[src/rtl/uart_tx_buffer.sv]
// uart_tx_buffer
//   Byte FIFO plus a small feeder FSM that sits directly in front of the UART
//   transmitter. The host writes bytes at any rate. The FSM pops them one at a
//   time and hands each one to the transmitter with a single-cycle TxStart. It
//   then waits for the transmitter's TxReady pulse before it issues the next
//   byte.
//
// Ports
//   Clock, ResetN      system clock; asynchronous active-low reset
//   WrEn, WrData       host write strobe and byte (dropped when Full)
//   Clear              synchronous flush of the FIFO (FSM is not aborted)
//   Full, Empty, Count FIFO occupancy status
//   Overflow           1-cycle pulse after a write was dropped because Full
//   Busy               FSM owns a byte (not IDLE)
//   TxStart, TxData    start pulse and byte for the transmitter
//   TxReady            end-of-frame pulse from the transmitter
module uart_tx_buffer #(
   parameter int DATA_BITS = 8,
   parameter int DEPTH     = 16,
   parameter int ADDR_BITS = $clog2(DEPTH)
) (
   input  logic                 Clock,
   input  logic                 ResetN,
   input  logic                 WrEn,
   input  logic [DATA_BITS-1:0] WrData,
   input  logic                 Clear,
   output logic                 Full,
   output logic                 Empty,
   output logic [ADDR_BITS:0]   Count,
   output logic                 Overflow,
   output logic                 Busy,
   output logic                 TxStart,
   output logic [DATA_BITS-1:0] TxData,
   input  logic                 TxReady
);

   localparam logic [ADDR_BITS:0]   CNT_ONE  = (ADDR_BITS+1)'(1);
   localparam logic [ADDR_BITS:0]   CNT_FULL = (ADDR_BITS+1)'(DEPTH);
   localparam logic [ADDR_BITS-1:0] PTR_ONE  = ADDR_BITS'(1);

   typedef enum logic [1:0] {
      S_IDLE  = 2'd0,
      S_START = 2'd1,
      S_WAIT  = 2'd2
   } state_t;

   state_t                 state_q, state_d;
   logic [ADDR_BITS-1:0]   wr_ptr_q, wr_ptr_d;
   logic [ADDR_BITS-1:0]   rd_ptr_q, rd_ptr_d;
   logic [ADDR_BITS:0]     count_q, count_d;
   logic                   overflow_q, overflow_d;
   logic [DATA_BITS-1:0]   tx_data_q, tx_data_d;
   logic [DATA_BITS-1:0]   mem_q [DEPTH];

   logic full, empty, push, pop;

   assign full  = (count_q == CNT_FULL);
   assign empty = (count_q == '0);
   // Full is the registered value, so a pop in the same cycle does not make
   // room for this write.
   assign push  = WrEn && !full && !Clear;
   assign pop   = (state_q == S_IDLE) && !empty;

   // Storage has no reset; its contents are meaningless while Count is 0.
   always_ff @(posedge Clock) begin
      if (push) mem_q[wr_ptr_q] <= WrData;
   end

   // ---------------- FIFO bookkeeping ----------------
   always_comb begin
      wr_ptr_d   = wr_ptr_q;
      rd_ptr_d   = rd_ptr_q;
      count_d    = count_q;
      overflow_d = 1'b0;
      tx_data_d  = tx_data_q;
      if (pop) tx_data_d = mem_q[rd_ptr_q];
      if (Clear) begin
         wr_ptr_d = '0;
         rd_ptr_d = '0;
         count_d  = '0;
      end else begin
         overflow_d = WrEn && full;
         if (push) wr_ptr_d = wr_ptr_q + PTR_ONE;
         if (pop)  rd_ptr_d = rd_ptr_q + PTR_ONE;
         if (push && !pop)      count_d = count_q + CNT_ONE;
         else if (pop && !push) count_d = count_q - CNT_ONE;
      end
   end

   always_ff @(posedge Clock or negedge ResetN) begin
      if (!ResetN) begin
         wr_ptr_q   <= '0;
         rd_ptr_q   <= '0;
         count_q    <= '0;
         overflow_q <= 1'b0;
         tx_data_q  <= '0;
      end else begin
         wr_ptr_q   <= wr_ptr_d;
         rd_ptr_q   <= rd_ptr_d;
         count_q    <= count_d;
         overflow_q <= overflow_d;
         tx_data_q  <= tx_data_d;
      end
   end

   // ---------------- feeder FSM ----------------
   always_ff @(posedge Clock or negedge ResetN) begin
      if (!ResetN) state_q <= S_IDLE;
      else         state_q <= state_d;
   end

   always_comb begin
      state_d = state_q;
      case (state_q)
         S_IDLE:  if (!empty) state_d = S_START;
         S_START: state_d = S_WAIT;
         S_WAIT:  if (TxReady) state_d = S_IDLE;
         default: state_d = S_IDLE;
      endcase
   end

   // TxStart decodes the state register directly, so the pulse is glitch-free
   // and lasts exactly one cycle.
   always_comb begin
      Busy    = (state_q != S_IDLE);
      TxStart = (state_q == S_START);
   end

   assign TxData   = tx_data_q;
   assign Count    = count_q;
   assign Full     = full;
   assign Empty    = empty;
   assign Overflow = overflow_q;

endmodule

[config.mk]
export PLATFORM = sky130hd
export DESIGN_NAME = uart_tx_buffer
export DESIGN_NICKNAME = d
export VERILOG_FILES = /design/src/rtl/uart_tx_buffer.sv
export SDC_FILE = /design/constraint.sdc
export NUM_CORES = 1
export LEC_CHECK = 0
export CAP_MARGIN = 30
export CORE_UTILIZATION = 54
export CTS_CLUSTER_SIZE = 28
export DETAILED_ROUTE_END_ITERATION = 6
export GPL_ROUTABILITY_DRIVEN = 1
export GPL_TIMING_DRIVEN = 0
export PLACE_DENSITY_LB_ADDON = 0.3
export SYNTH_ARGS = -nofsm -noshare
export SYNTH_HDL_FRONTEND = slang
export SYNTH_SLANG_ARGS = --single-unit
[constraint.sdc]
create_clock -name Clock -period 2.8 [get_ports Clock]
set_input_delay 0.28 -clock Clock [delete_from_list [all_inputs] [get_ports Clock]]
set_output_delay 0.28 -clock Clock [all_outputs]
set_load 0.02 [all_outputs]
==> run summary <==
post-synthesis sequential area ratio: 70.4%
Avg WL per Cell: 23.3 um
Core Rows: 39
leak pwr: 0.00269 uW
status: finished, final reports clean
height of the die: 110 um
Worst R2R Path Depth: 11
footprint of the multi-input gates: 0.00175 mm^2
diodes inserted: 0
Finished Layout Cells: 571
Final Hold Viols: 0
CP bufs+invs: 2
Crit. Startpoint: Count[0]
worst slack, placed: -0.351 ns
Final period util: 93.5%
antenna-violating nets left: 0
Max Slew Vio Count: 0
Distinct cells, synth: 41
TritonCTS clock tree: done
share of post-route cells with drive strength above 1: 25.2%
Reg clk slew, reported paths: 0.07 ns
final setup fails: 0
die area: 0.0121 mm^2
GP Congestion: 0.819
vias in the first global route: 3356
initial antenna violation count: 0
Top Family by Delay on Critical Path: simple AND/OR/NAND/NOR gates
Finished Cell Area: 0.00761 mm^2
CTS Hold Bufs: 0
initial core utilization: 55.3%
WP depth: 11
Mapped Cells: 345
startpoint types: flop
Syn-to-layout area delta: 20.6%
placed insts: 531
Reg area: 0.00445 mm^2
Mapped Nets: 368
number of I/O pins: 31
post-DR vias/cell: 6.04
commonest non-fill, non-tap cells in the layout: 128 x edfxtp_1, 30 x clkdlybuf4s50_1, 23 x nand2_1
Clk Latency, worst-skew pair: 0.42 ns
DRC: 0
largest net degree at the start of global routing: 17
crit path DAT: 2.96 ns
PwrDens: 906 mW/mm^2
root buf cell: clkbuf_16
RSZ-0062 raised after global routing: no
CTS H-tree depth: 4
I/O Buffers: 30
TritonCTS buffer count: 17
worst setup path category: flop to flop
Worst Hold Class: primary input to async pin
CTS Sinks: 152
CP max FO: 10
Yosys reg bits: 152
Core Box Area: 0.0114 mm^2
Clock Skew: 0.0130 ns
Mapped Area: 0.00631 mm^2
TritonRoute pass-1 iters: 4
Achievable Freq: 0.382 GHz
GRT Residual Overflow: 0
WP data required: 3.14 ns
hpwl dp: 8420 um
Via Count: 3449
Global Route Usage Sum: 23.7%
slew margin rel.: 43.7%
Tightest Pin Transition: 0.842 ns
Crit. End Element: flop
fillers: 746
Placed Instance Area: 0.00692 mm^2
Nets: 438
worst vdd ir: 629 uV
most common cell after layout, fill and taps aside: edfxtp_1
max cap viols: 0
DR iter-0 viols: 336
total wire length: 13300 um
die width: 110 um
YS warnings: 0
critical path's slowest cell: dfrtp_2
Mean Syn Cell Area: 18.3 um^2
Hold WS: 0.190 ns
R2R Path Start: Count[0]
post-layout min period: 2.62 ns
sequence of cells on the critical path: nor4_4 > a21o_2 > buf_8 > buf_8 > nand2_4 > fa_2 > a21o_1 > a21o_1 > and3_4 > o21ai_1 > nor3b_2
global-route wire length before repair: 19700 um
Largest stage delay, worst path: 0.44 ns
Max clock buf depth: 2
setup slack after layout: 0.182 ns
cells in the mapped netlist:
library cell	n	area [um^2]
edfxtp_1	128	3840
dfrtp_1	24	601
nand2_1	24	90.1
nor2_1	19	71.3
mux4_1	16	420
mux4_2	16	360
nor3_1	12	60.1
a21oi_1	11	55.1
mux2i_1	10	100
ha_1	9	113
inv_1	8	30.0
mux2_2	8	90.1
buf_6	5	56.3
o21ai_0	5	25.0
xor2_1	5	43.8
clkbuf_1	4	15.0
nor4_1	4	25.0
o21ai_1	4	20.0
a21o_1	3	22.5
buf_4	3	22.5
xnor2_1	3	26.3
buf_2	2	10.0
nand3_1	2	10.0
nand4_1	2	12.5
or2_2	2	12.5
a211oi_1	1	7.51
a21boi_0	1	7.51
a21o_2	1	8.76
a21oi_2	1	8.76
and2_1	1	6.26
and3_1	1	6.26
buf_12	1	20.0
buf_8	1	15.0
clkbuf_8	1	13.8
fa_1	1	20.0
nand2b_1	1	6.26
nor2b_1	1	6.26
nor3b_2	1	12.5
nor4_2	1	12.5
or4_1	1	7.51
xnor2_2	1	16.3
state kept, by name (all words and copies together) (netlist names):
| signal | cells |
|---|---|
| Count | 5 |
| TxData | 8 |
| wr_ptr_q | 4 |
| rd_ptr_q | 4 |
| state_q | 2 |
| mem_q | 128 |
| Overflow | 1 |
cell families (layout without fill, tap and decap cells):
group                    after synthesis  count (layout)  synth area share (%)
AO/OA/AOI/OAI                         27              27                  2.46
XOR/XNOR                               9               9                  1.37
adder cells (fa/ha/maj)               10              10                  2.10
buffers and inverters                 25             108                  2.89
flip-flops                           152             152                  70.4
multiplexers                          50              50                  15.4
AND/OR/NAND/NOR                       72              72                  5.37
final timing paths:
check | end | slack, ns
min in group Clock | TxData[6] | 0.47
worst max register to register | Count[4] | 0.18
max in group asynchronous | rd_ptr_q[1] | 2.13
worst min register to register | TxData[6] | 0.47
worst min-delay path | wr_ptr_q[3] | 0.19
worst max-delay path | Count[4] | 0.18
repair_timing:
action | in CTS | in global routing
setup buffers | 2 | 6
endpoints found under the setup margin | 1 | 1
pin swaps | 2 | 4
hold endpoints to repair | 0 | 0
gates cloned | 0 | 0
gates resized for setup | 4 | 8
power by group:
| part | switching [uW] | internal (uW) | leakage, uW |
|---|---|---|---|
| registers | 110 | 2600 | 0.00146 |
| clock network | 944 | 1330 | 0.000288 |
| logic | 973 | 939 | 0.000942 |
layer usage:
layer / GRT usage, % / vias up / wire (um)
met5: 0 / - / 0
met4: 9.59 / 0 / 346
met3: 6.06 / 25 / 983
met2: 37.8 / 161 / 6520
met1: 31.4 / 1759 / 5450
li1: - / 1504 / -
worst register-to-register path: cells and delay by family, from the launching register on:
family	cells	cell delay, ns
buffers and inverters	2	0.23
AO/OA/AOI/OAI	4	0.70
flip-flops	1	0.44
AND/OR/NAND/NOR	4	0.75
adder cells (fa/ha/maj)	1	0.41
per-stage QoR:
stage	total power [uW]	util (%)	TNS (ns)
5_1_grt	7180	66.7	0
2_1_floorplan	3910	-	0
3_3_place_gp	4420	59.5	-23.07
6_report	6900	66.7	0
3_5_place_dp	4490	60.6	-0.537
4_1_cts	6800	66.0	0
area by class of cell:
cell class | count | area share [%]
tap | 143 | 2.35
buffer | 17 | 2.10
timing repair buffer | 51 | 5.98
sequential | 152 | 58.4
clock buffer | 17 | 5.59
inverter | 8 | 0.394
multi-input combinational | 168 | 23.0
clock inverter | 15 | 2.17
Note: power is estimated with default switching activity, not from simulation.
